===== src/rtl/apb_gpio_slave_if.sv =====
// APB3 bus bundle between the APB master and the GPIO completer.
// The master drives the request side; the completer returns data, ready and error.
interface apb_gpio_slave_if #(
  parameter int ADDR_W = 3
);
  logic              PSEL;
  logic              PENABLE;
  logic              PWRITE;
  logic [ADDR_W-1:0] PADDR;
  logic [31:0]       PWDATA;
  logic [3:0]        PSTRB;
  logic [31:0]       PRDATA;
  logic              PREADY;
  logic              PSLVERR;

  modport master (
    output PSEL, PENABLE, PWRITE, PADDR, PWDATA, PSTRB,
    input  PRDATA, PREADY, PSLVERR
  );

  modport slave (
    input  PSEL, PENABLE, PWRITE, PADDR, PWDATA, PSTRB,
    output PRDATA, PREADY, PSLVERR
  );
endinterface


===== src/rtl/apb_gpio_slave.sv =====
// APB3 GPIO completer: IDLE/SETUP/ACCESS decode with programmable wait states,
// MODE/DIR/OUT/IN registers, 2-flop pad synchroniser, push-pull/open-drain pads.
// Build option GPIO_INT_EN: adds TRIG/IRQEN/POL/STAT (words 4..7) and the
// edge/level interrupt; without it those words read 0, ignore writes and irq=0.
module apb_gpio_slave #(
  parameter int ADDR_W      = 3,
  parameter int GPIO_W      = 32,
  parameter int WAIT_STATES = 0
) (
  input  logic              PCLK,
  input  logic              PRESETn,
  apb_gpio_slave_if.slave   apb,
  input  logic [GPIO_W-1:0] gpio_in,
  output logic [GPIO_W-1:0] gpio_out,
  output logic [GPIO_W-1:0] gpio_oe,
  output logic              irq
);

  localparam logic [ADDR_W-1:0] A_MODE  = ADDR_W'(0);
  localparam logic [ADDR_W-1:0] A_DIR   = ADDR_W'(1);
  localparam logic [ADDR_W-1:0] A_OUT   = ADDR_W'(2);
  localparam logic [ADDR_W-1:0] A_IN    = ADDR_W'(3);
`ifdef GPIO_INT_EN
  localparam logic [ADDR_W-1:0] A_TRIG  = ADDR_W'(4);
  localparam logic [ADDR_W-1:0] A_IRQEN = ADDR_W'(5);
  localparam logic [ADDR_W-1:0] A_POL   = ADDR_W'(6);
  localparam logic [ADDR_W-1:0] A_STAT  = ADDR_W'(7);
`endif

  typedef enum logic [1:0] {IDLE, SETUP, ACCESS} state_t;

  state_t      state, state_nxt;
  logic [3:0]  cnt, cnt_nxt;
  logic        ready;
  logic        wr;
  logic [31:0] wmask32;
  logic [GPIO_W-1:0] wd, wm;
  logic [31:0] rdata;

  logic [GPIO_W-1:0] mode, dir, outr;
  logic [GPIO_W-1:0] sync1, sync2;

  // Protocol state and wait counter
  always_ff @(posedge PCLK) begin
    if (!PRESETn) begin
      state <= IDLE;
      cnt   <= '0;
    end else begin
      state <= state_nxt;
      cnt   <= cnt_nxt;
    end
  end

  // Next state; PREADY is high only in the ACCESS cycle where the counter has expired
  always_comb begin
    state_nxt = state;
    cnt_nxt   = cnt;
    ready     = 1'b0;
    case (state)
      IDLE:   if (apb.PSEL && !apb.PENABLE) state_nxt = SETUP;
      SETUP: begin
        cnt_nxt   = 4'(WAIT_STATES);
        state_nxt = ACCESS;
      end
      ACCESS: begin
        if (!apb.PSEL) begin
          state_nxt = IDLE;             // master gave up: drop the transfer
        end else if (cnt != 4'd0) begin
          cnt_nxt = cnt - 4'd1;
        end else begin
          ready     = 1'b1;
          state_nxt = !apb.PENABLE ? SETUP : IDLE;
        end
      end
      default: state_nxt = IDLE;
    endcase
  end

  assign wr      = ready && apb.PWRITE;
  assign wmask32 = {{8{apb.PSTRB[3]}}, {8{apb.PSTRB[2]}}, {8{apb.PSTRB[1]}}, {8{apb.PSTRB[0]}}};
  assign wd      = apb.PWDATA[GPIO_W-1:0];
  assign wm      = wmask32[GPIO_W-1:0];

  // Pad configuration registers, byte-lane merged on the completing edge
  always_ff @(posedge PCLK) begin
    if (!PRESETn) begin
      mode <= '0;
      dir  <= '0;
      outr <= '0;
    end else if (wr) begin
      case (apb.PADDR)
        A_MODE:  mode <= (mode & ~wm) | (wd & wm);
        A_DIR:   dir  <= (dir  & ~wm) | (wd & wm);
        A_OUT:   outr <= (outr & ~wm) | (wd & wm);
        default: ;
      endcase
    end
  end

  // Pad input synchroniser; sync2 is the value visible as IN
  always_ff @(posedge PCLK) begin
    if (!PRESETn) begin
      sync1 <= '0;
      sync2 <= '0;
    end else begin
      sync1 <= gpio_in;
      sync2 <= sync1;
    end
  end

`ifdef GPIO_INT_EN
  logic [GPIO_W-1:0] trig, irqen, pol, stat, prev;
  logic [GPIO_W-1:0] hit, clr;

  // Interrupt configuration registers
  always_ff @(posedge PCLK) begin
    if (!PRESETn) begin
      trig  <= '0;
      irqen <= '0;
      pol   <= '0;
    end else if (wr) begin
      case (apb.PADDR)
        A_TRIG:  trig  <= (trig  & ~wm) | (wd & wm);
        A_IRQEN: irqen <= (irqen & ~wm) | (wd & wm);
        A_POL:   pol   <= (pol   & ~wm) | (wd & wm);
        default: ;
      endcase
    end
  end

  // Edge detect per bit, or level match re-asserting every cycle
  always_comb begin
    hit = '0;
    clr = '0;
    for (int i = 0; i < GPIO_W; i++) begin
      if (trig[i]) hit[i] = pol[i] ? (sync2[i] & ~prev[i]) : (~sync2[i] & prev[i]);
      else         hit[i] = (sync2[i] == pol[i]);
    end
    if (wr && apb.PADDR == A_STAT) clr = wd & wm;
  end

  // Status with set-over-clear priority, and the registered interrupt line
  always_ff @(posedge PCLK) begin
    if (!PRESETn) begin
      prev <= '0;
      stat <= '0;
      irq  <= 1'b0;
    end else begin
      prev <= sync2;
      stat <= (stat & ~clr) | hit;
      irq  <= |(stat & irqen);
    end
  end
`else
  assign irq = 1'b0;
`endif

  // Read mux; unmapped or absent words read 0
  always_comb begin
    rdata = '0;
    case (apb.PADDR)
      A_MODE:  rdata = 32'(mode);
      A_DIR:   rdata = 32'(dir);
      A_OUT:   rdata = 32'(outr);
      A_IN:    rdata = 32'(sync2);
`ifdef GPIO_INT_EN
      A_TRIG:  rdata = 32'(trig);
      A_IRQEN: rdata = 32'(irqen);
      A_POL:   rdata = 32'(pol);
      A_STAT:  rdata = 32'(stat);
`endif
      default: rdata = '0;
    endcase
  end

  assign apb.PREADY  = ready;
  assign apb.PRDATA  = (ready && !apb.PWRITE) ? rdata : 32'h0;
  assign apb.PSLVERR = wr && (apb.PADDR == A_IN);

  // Open-drain bits never drive high: they only pull low where OUT=0
  assign gpio_out = outr & ~mode;
  assign gpio_oe  = dir & ~(mode & outr);

endmodule


===== src/flat_wrapper.sv =====
// flat-port wrapper written by rule: the top's interface ports become plain ports
module apb_gpio_slave_flat 
#(
  parameter int ADDR_W      = 3,
  parameter int GPIO_W      = 32,
  parameter int WAIT_STATES = 0
)
  (PCLK, PRESETn, gpio_in, gpio_out, gpio_oe, irq, apb_PSEL, apb_PENABLE, apb_PWRITE, apb_PADDR, apb_PWDATA, apb_PSTRB, apb_PRDATA, apb_PREADY, apb_PSLVERR);
  apb_gpio_slave_if #(.ADDR_W(ADDR_W)) apb_i ();
  input  logic PCLK;
  input  logic PRESETn;
  input  logic [GPIO_W-1:0] gpio_in;
  output logic [GPIO_W-1:0] gpio_out;
  output logic [GPIO_W-1:0] gpio_oe;
  output logic irq;
  input wire logic [$bits(apb_i.PSEL)-1:0] apb_PSEL;
  input wire logic [$bits(apb_i.PENABLE)-1:0] apb_PENABLE;
  input wire logic [$bits(apb_i.PWRITE)-1:0] apb_PWRITE;
  input wire logic [$bits(apb_i.PADDR)-1:0] apb_PADDR;
  input wire logic [$bits(apb_i.PWDATA)-1:0] apb_PWDATA;
  input wire logic [$bits(apb_i.PSTRB)-1:0] apb_PSTRB;
  output wire logic [$bits(apb_i.PRDATA)-1:0] apb_PRDATA;
  output wire logic [$bits(apb_i.PREADY)-1:0] apb_PREADY;
  output wire logic [$bits(apb_i.PSLVERR)-1:0] apb_PSLVERR;
  assign apb_i.PSEL = apb_PSEL;
  assign apb_i.PENABLE = apb_PENABLE;
  assign apb_i.PWRITE = apb_PWRITE;
  assign apb_i.PADDR = apb_PADDR;
  assign apb_i.PWDATA = apb_PWDATA;
  assign apb_i.PSTRB = apb_PSTRB;
  assign apb_PRDATA = apb_i.PRDATA;
  assign apb_PREADY = apb_i.PREADY;
  assign apb_PSLVERR = apb_i.PSLVERR;
  apb_gpio_slave #(.ADDR_W(ADDR_W), .GPIO_W(GPIO_W), .WAIT_STATES(WAIT_STATES)) u_core (.PCLK(PCLK), .PRESETn(PRESETn), .apb(apb_i), .gpio_in(gpio_in), .gpio_out(gpio_out), .gpio_oe(gpio_oe), .irq(irq));
endmodule

===== config.mk =====
export PLATFORM = sky130hd
export DESIGN_NAME = apb_gpio_slave_flat
export DESIGN_NICKNAME = d
export VERILOG_FILES = /design/src/rtl/apb_gpio_slave_if.sv /design/src/rtl/apb_gpio_slave.sv /design/src/flat_wrapper.sv
export SDC_FILE = /design/constraint.sdc
export NUM_CORES = 1
export LEC_CHECK = 0
export CAP_MARGIN = 20
export CORE_AREA = 8 8 118 142
export DETAILED_ROUTE_END_ITERATION = 8
export DIE_AREA = 0 0 126 150
export PLACE_DENSITY = 0.83
export SKIP_CTS_REPAIR_TIMING = 1
export SLEW_MARGIN = 20
export SYNTH_ARGS = -nofsm -noshare
export SYNTH_HDL_FRONTEND = slang
export SYNTH_SLANG_ARGS = --single-unit
export TNS_END_PERCENT = 50

===== constraint.sdc =====
create_clock -name PCLK -period 3.75 [get_ports PCLK]
set_clock_uncertainty 0.05 [all_clocks]
set_input_delay 0.9375 -clock PCLK [delete_from_list [all_inputs] [get_ports PCLK]]
set_output_delay 0.9375 -clock PCLK [all_outputs]
set_load 0.03 [all_outputs]

==> results of run 1 <==
[worst max path at each step]
stage	startpoint	endpoint	slack, ns	depth (start not counted)
after floorplan	apb_PADDR[0]	apb_PSLVERR	0.19	4
after global placement	apb_PADDR[2]	apb_PRDATA[21]	0.47	6
after detailed placement	apb_PADDR[2]	apb_PRDATA[16]	0.38	6
after CTS	apb_PADDR[2]	apb_PRDATA[16]	0.37	6
after global routing	apb_PADDR[2]	apb_PRDATA[13]	0.26	6
final	apb_PADDR[2]	apb_PRDATA[16]	0.37	6
[critical path, cell delays in order]
cell                              delay [ns]
sky130_fd_sc_hd__clkdlybuf4s50_1        0.45
sky130_fd_sc_hd__nor4b_2                0.28
sky130_fd_sc_hd__nand3b_1               0.13
sky130_fd_sc_hd__buf_4                  0.24
sky130_fd_sc_hd__nor2b_1                0.18
sky130_fd_sc_hd__buf_4                  0.18
[logic make-up after synthesis]
logic type                 Yosys count  share of synthesized area
AOI/OAI and AO/OA                   40                     0.0409
and+or+nand+nor                    298                      0.228
buffers and inverters               44                     0.0263
DFF                                166                      0.466
muxes                              128                      0.236
adders and majority gates            1                    0.00176
other                                1                   0.000526
[area by class of cell]
class                   instances  area (um2)
clock buffers                  23         468
clock inverters                 8         100
fillers                      1173        5010
inverters                       2        7.51
multi-input cells             468        3640
flip-flops and latches        166        3320
well taps                     178         223
repair buffers                190        1820
[cells in the mapped netlist, types with 2 or more instances]
cell type,number,area [um2]
sky130_fd_sc_hd__inv_1,2,7.51
sky130_fd_sc_hd__and2_1,69,432
sky130_fd_sc_hd__nor2_1,3,11.3
sky130_fd_sc_hd__or3b_1,2,17.5
sky130_fd_sc_hd__clkbuf_1,31,116
sky130_fd_sc_hd__buf_2,9,45.0
sky130_fd_sc_hd__a21boi_0,33,248
sky130_fd_sc_hd__nand2_1,132,495
sky130_fd_sc_hd__nor2b_1,65,407
sky130_fd_sc_hd__nand3b_1,2,15.0
sky130_fd_sc_hd__nor4b_1,4,35.0
sky130_fd_sc_hd__mux2i_1,96,961
sky130_fd_sc_hd__o21ai_0,3,15.0
sky130_fd_sc_hd__nand4_2,8,100
sky130_fd_sc_hd__or3_1,2,12.5
sky130_fd_sc_hd__dfxtp_1,166,3320
sky130_fd_sc_hd__mux4_2,32,721
sky130_fd_sc_hd__nor3b_1,2,15.0
[per-stage QoR]
step	cell area (um2)	power, uW
after floorplan	7130	1960
after global placement	9020	2070
after global routing	9590	3850
after detailed placement	9020	2070
after CTS	9590	3740
final	9590	3710
[where the power goes]
group	switching, uW	internal, uW	leakage [uW]
Sequential	8.02	1800	0.00135
Combinational	102	128	0.00240
Clock	666	1010	0.000265
[metal layers]
| layer | up-vias | GRT usage | wire [um] |
|---|---|---|---|
| met5 | - | 0 | 0 |
| met1 | 2538 | 0.212 | 7260 |
| met3 | 21 | 0.0613 | 1060 |
| met2 | 127 | 0.321 | 8730 |
| met4 | 0 | 0.0663 | 261 |
| li1 | 2639 | - | - |
==> load_flow_metrics.sql, run 1 <==
INSERT INTO impl_metrics (metric_group, metric, value, unit) VALUES
('global_route', 'grt_first_pass_wirelength', '28000', 'um'),
('outcome', 'run_status', 'finished, final reports clean', ''),
('worst_setup_path', 'worst_ep_arrival_time', '2.40', 'ns'),
('floorplanning', 'std_cell_rows', '49', ''),
('min_path', 'worst_hold_path.num_cells', '1', ''),
('place', 'dp_slack', '0.377', 'ns'),
('clock_network', 'cts_tree', 'built', ''),
('worst_setup_path', 'reg_to_reg_slack_setup', '1.74', 'ns'),
('clock_network', 'clockRootBuffer', 'sky130_fd_sc_hd__clkbuf_16', ''),
('clock_network', 'cts_made_buffers', '17', ''),
('worst_setup_path', 'worstRegToRegCells', '6', ''),
('place', 'port_buffer_count', '173', ''),
('timing', 'final_min_period_over_clock_period', '0.902', ''),
('timing', 'setup_tns_final', '0', 'ns'),
('min_path', 'endpoint_of_the_worst_hold_path', 'u_core.sync2[11]', ''),
('clock_network', 'clock_latency', '0.41', 'ns'),
('min_path', 'worst_min_path_start', 'u_core.sync1[11]', ''),
('timing', 'grt_setup_unrepaired', 'false', ''),
('routing', 'wl_per_cell', '16.7', 'um'),
('min_path', 'timing.hold.worst.class', 'reg2reg', ''),
('timing', 'fmax', '295', 'MHz'),
('synthesis', 'synth-edff-count', '0', ''),
('routing', 'routed-via-count', '5325', ''),
('global_route', 'initial_antenna_violation_count', '0', ''),
('clock_network', 'htree_levels', '4', ''),
('worst_setup_path', 'critPathLaunchType', 'input pin', ''),
('synthesis', 'synthArstFlopShare', '0', ''),
('floorplanning', 'die_area', '18900', 'um2'),
('timing', 'final-setup-viol-count', '0', ''),
('clock_network', 'cts.reportedPaths.clkPinSlew', '0.05', 'ns'),
('final_layout', 'most_frequent_cells_in_the_layout', 'sky130_fd_sc_hd__dfxtp_1 (166), sky130_fd_sc_hd__clkdlybuf4s50_1 (136), sky130_fd_sc_hd__nand2_1 (132)', ''),
('synthesis', 'netlist_area', '7130', 'um2'),
('final_layout', 'syn2layout_area_growth', '34.5', '%'),
('worst_setup_path', 'kind_of_critical_path', 'in2out', ''),
('global_route', 'total_gr_overflow', '0', ''),
('timing', 'fin_worst_hold_slack', '0.379', 'ns'),
('final_layout', 'mostFrequentLayoutCell', 'sky130_fd_sc_hd__dfxtp_1', ''),
('global_route', 'pin_count_of_the_biggest_net_entering_global_routing', '81', ''),
('synthesis', 'yosysSeqAreaShare', '0.466', ''),
('synthesis', 'yosysWarningCount', '0', ''),
('place', 'placed_cells', '1004', ''),
('floorplanning', 'chipWidth', '126', 'um'),
('clock_network', 'max-clock-path-buffers', '2', ''),
('timing', 'timing_worst_slew_pin_value', '0.608', 'ns'),
('synthesis', 'count_of_state_elements_after_synthesis', '166', ''),
('timing', 'max_slew_margin', '0.594', ''),
('final_layout', 'antennaDiodeCount', '0', ''),
('worst_setup_path', 'worst_r2r_startpoint', 'u_core.cnt[0]', ''),
('worst_setup_path', 'path_max_fanout', '19', ''),
('routing', 'detail_route.iter0.violations', '287', ''),
('routing', 'post-route-drc-count', '0', ''),
('final_layout', 'fin_nets', '922', ''),
('floorplanning', 'io_pins', '175', ''),
('routing', 'detail_route.vias_per_cell', '5.14', ''),
('power_and_ir_drop', 'ir_drop', '0.302', 'mV'),
('final_layout', 'final_util', '0.657', ''),
('floorplanning', 'floorplan.core_area', '14600', 'um2'),
('routing', 'postRouteWirelength', '17300', 'um'),
('synthesis', 'synthesis.area_per_instance', '10.5', 'um2'),
('timing', 'final.min_clock_period', '3.38', 'ns'),
('timing', 'timing_max_transition_violations_final', '0', ''),
('worst_setup_path', 'critical_path_required', '2.76', 'ns'),
('global_route', 'via_count_of_the_first_global_routing_pass', '5494', ''),
('flow_run', 'maxCapViolations', '0', ''),
('place', 'globalplace.congestion', '0.749', ''),
('floorplanning', 'initial_utilization', '0.488', ''),
('timing', 'final-hold-violation-count', '0', ''),
('global_route', 'groute.usage.overall', '0.186', ''),
('floorplanning', 'chip_height', '150', 'um'),
('timing', 'timing.final.ws_setup', '0.366', 'ns'),
('synthesis', 'postSynthNetCount', '755', ''),
('synthesis', 'yosys_most_used_dff', 'sky130_fd_sc_hd__dfxtp_1', ''),
('power_and_ir_drop', 'power.leakage', '0.00402', 'uW'),
('routing', 'detail_route.first_pass.iterations', '4', ''),
('clock_network', 'tritoncts_num_sinks', '166', ''),
('synthesis', 'synth_cells', '678', ''),
('power_and_ir_drop', 'power_per_cell_area', '387', 'nW/um2'),
('final_layout', 'final_layout_size_suffix_gt1_frac', '0.147', ''),
('place', 'place_hpwl', '12300', 'um'),
('final_layout', 'finalNonFillerCells', '1035', ''),
('routing', 'detail-route-antenna-nets', '0', ''),
('synthesis', 'ys_types', '35', ''),
('worst_setup_path', 'timing.critical_path.to_type', 'output pin', '');
Note: power is estimated with default switching activity, not from simulation.
==> run 2: changes to the inputs <==
CORE_AREA = 2 2 112 136   (was 8 8 118 142)
DIE_AREA = 0 0 114 138   (was 0 0 126 150)
==> load_flow_metrics.sql, run 2 (synthesized netlist as in run 1, its figures left out) <==
INSERT INTO impl_metrics (metric_group, metric, value, unit) VALUES
('clock_network', 'cts_made_buffers', '17', ''),
('worst_setup_path', 'worst_ep_arrival_time', '2.43', 'ns'),
('routing', 'postRouteWirelength', '16400', 'um'),
('worst_setup_path', 'worst_r2r_startpoint', 'u_core.cnt[0]', ''),
('floorplanning', 'std_cell_rows', '49', ''),
('final_layout', 'fin_nets', '918', ''),
('worst_setup_path', 'timing.critical_path.cells', 'clkdlybuf4s50_1, nor4b_2, nand3b_1, buf_4, nor2b_1, buf_4', ''),
('worst_setup_path', 'critical_path_required', '2.76', 'ns'),
('worst_setup_path', 'critPathLaunchType', 'input pin', ''),
('clock_network', 'clock_latency', '0.42', 'ns'),
('flow_run', 'maxCapViolations', '0', ''),
('final_layout', 'antennaDiodeCount', '0', ''),
('final_layout', 'mostFrequentLayoutCell', 'sky130_fd_sc_hd__dfxtp_1', ''),
('final_layout', 'most_frequent_cells_in_the_layout', 'sky130_fd_sc_hd__dfxtp_1 (166), sky130_fd_sc_hd__clkdlybuf4s50_1 (136), sky130_fd_sc_hd__nand2_1 (132)', ''),
('global_route', 'pin_count_of_the_biggest_net_entering_global_routing', '77', ''),
('worst_setup_path', 'critical-path-max-stage-delay', '0.45', 'ns'),
('place', 'dp_slack', '0.339', 'ns'),
('min_path', 'worst_min_path_start', 'u_core.sync1[1]', ''),
('timing', 'fmax', '292', 'MHz'),
('floorplanning', 'chip_height', '138', 'um'),
('power_and_ir_drop', 'power_per_cell_area', '403', 'nW/um2'),
('timing', 'timing.final.ws_setup', '0.328', 'ns'),
('floorplanning', 'floorplan.core_area', '14600', 'um2'),
('final_layout', 'final_layout_size_suffix_gt1_frac', '0.148', ''),
('timing', 'grt_setup_unrepaired', 'false', ''),
('clock_network', 'clockRootBuffer', 'sky130_fd_sc_hd__clkbuf_16', ''),
('worst_setup_path', 'critical_path.slowest_cell', 'sky130_fd_sc_hd__clkdlybuf4s50_1', ''),
('place', 'globalplace.congestion', '0.805', ''),
('final_layout', 'final_util', '0.657', ''),
('worst_setup_path', 'crit_path_frequent_cell', 'sky130_fd_sc_hd__buf_4', ''),
('global_route', 'grt_first_pass_wirelength', '26500', 'um'),
('floorplanning', 'die_area', '15700', 'um2'),
('power_and_ir_drop', 'power', '3860', 'uW'),
('timing', 'final-hold-violation-count', '0', ''),
('timing', 'max_slew_margin', '0.353', ''),
('routing', 'detail_route.vias_per_cell', '5.13', ''),
('clock_network', 'cts_tree', 'built', ''),
('routing', 'routed-via-count', '5299', ''),
('worst_setup_path', 'reg_to_reg_slack_setup', '1.73', 'ns'),
('clock_network', 'cts.reportedPaths.clkPinSlew', '0.06', 'ns'),
('routing', 'wl_per_cell', '15.9', 'um'),
('global_route', 'initial_antenna_violation_count', '0', ''),
('outcome', 'run_status', 'finished, final reports clean', ''),
('global_route', 'groute.usage.overall', '0.212', ''),
('timing', 'final-setup-viol-count', '0', ''),
('place', 'place_hpwl', '10900', 'um'),
('clock_network', 'htree_levels', '4', ''),
('floorplanning', 'io_pins', '175', ''),
('timing', 'timing_worst_slew_pin_value', '0.970', 'ns'),
('timing', 'final_min_period_over_clock_period', '0.913', ''),
('routing', 'detail_route.iter0.violations', '296', ''),
('power_and_ir_drop', 'ir_drop', '0.256', 'mV'),
('routing', 'detail-route-antenna-nets', '0', ''),
('timing', 'timing_max_transition_violations_final', '0', ''),
('final_layout', 'syn2layout_area_growth', '34.5', '%'),
('worst_setup_path', 'kind_of_critical_path', 'in2out', ''),
('place', 'port_buffer_count', '173', ''),
('routing', 'post-route-drc-count', '0', ''),
('min_path', 'timing.hold.worst.class', 'reg2reg', ''),
('timing', 'setup_tns_final', '0', 'ns'),
('clock_network', 'tritoncts_num_sinks', '166', ''),
('global_route', 'via_count_of_the_first_global_routing_pass', '5276', ''),
('worst_setup_path', 'path_max_fanout', '22', ''),
('global_route', 'total_gr_overflow', '0', ''),
('worst_setup_path', 'worstRegToRegCells', '6', ''),
('power_and_ir_drop', 'power.leakage', '0.00402', 'uW'),
('floorplanning', 'chipWidth', '114', 'um'),
('worst_setup_path', 'timing.critical_path.to_type', 'output pin', ''),
('min_path', 'endpoint_of_the_worst_hold_path', 'u_core.sync2[1]', ''),
('floorplanning', 'initial_utilization', '0.488', ''),
('clock_network', 'max-clock-path-buffers', '2', ''),
('min_path', 'worst_hold_path.num_cells', '1', ''),
('timing', 'final.min_clock_period', '3.42', 'ns'),
('routing', 'detail_route.first_pass.iterations', '4', ''),
('timing', 'fin_worst_hold_slack', '0.381', 'ns');
==> run 2: layout make-up <==
type / count / area (um2)
well taps: 178 / 223
inverters: 2 / 7.51
fillers: 1144 / 5010
repair buffers: 186 / 1760
multi-input cells: 468 / 3640
clock inverters: 12 / 175
flip-flops and latches: 166 / 3320
clock buffers: 20 / 457
==> run 2: power by group <==
| group | total [uW] | leakage, uW | internal, uW | switching, uW |
|---|---|---|---|---|
| clock | 1840 | 0.000302 | 1150 | 686 |
| combinational | 221 | 0.00237 | 121 | 99.4 |
| sequential | 1810 | 0.00135 | 1800 | 8.58 |
==> run 2: critical path: cells and delay by family <==
| kind | cells | cell delay, ns |
|---|---|---|
| simple gates | 3 | 0.60 |
| buf+inv | 3 | 0.90 |
==> run 2: how the worst max path moves through the flow <==
stage | startpoint | end | slack, ns | cells after the start
3_5_place_dp | apb_PADDR[2] | apb_PRDATA[16] | 0.34 | 6
3_3_place_gp | apb_PADDR[1] | apb_PRDATA[16] | 0.36 | 4
5_1_grt | apb_PADDR[2] | apb_PRDATA[23] | 0.21 | 6
2_1_floorplan | apb_PADDR[0] | apb_PSLVERR | 0.19 | 4
4_1_cts | apb_PADDR[2] | apb_PRDATA[16] | 0.34 | 6
6_report | apb_PADDR[2] | apb_PRDATA[16] | 0.33 | 6
==> run 2: layer usage <==
metal | wire (um) | part of all wire | track usage
met1 | 7210 | 0.44 | 0.265
met2 | 8400 | 0.51 | 0.354
met4 | 128 | 0.0078 | 0.0700
met5 | 0 | 0 | 0
met3 | 648 | 0.040 | 0.0574
==> run 2: metrics by stage <==
stage / cells / area [um2]
6_report: 1032 / 9580
5_1_grt: 1032 / 9580
4_1_cts: 1032 / 9580
3_5_place_dp: 1000 / 8950
3_3_place_gp: 1000 / 8950
2_1_floorplan: 678 / 7130
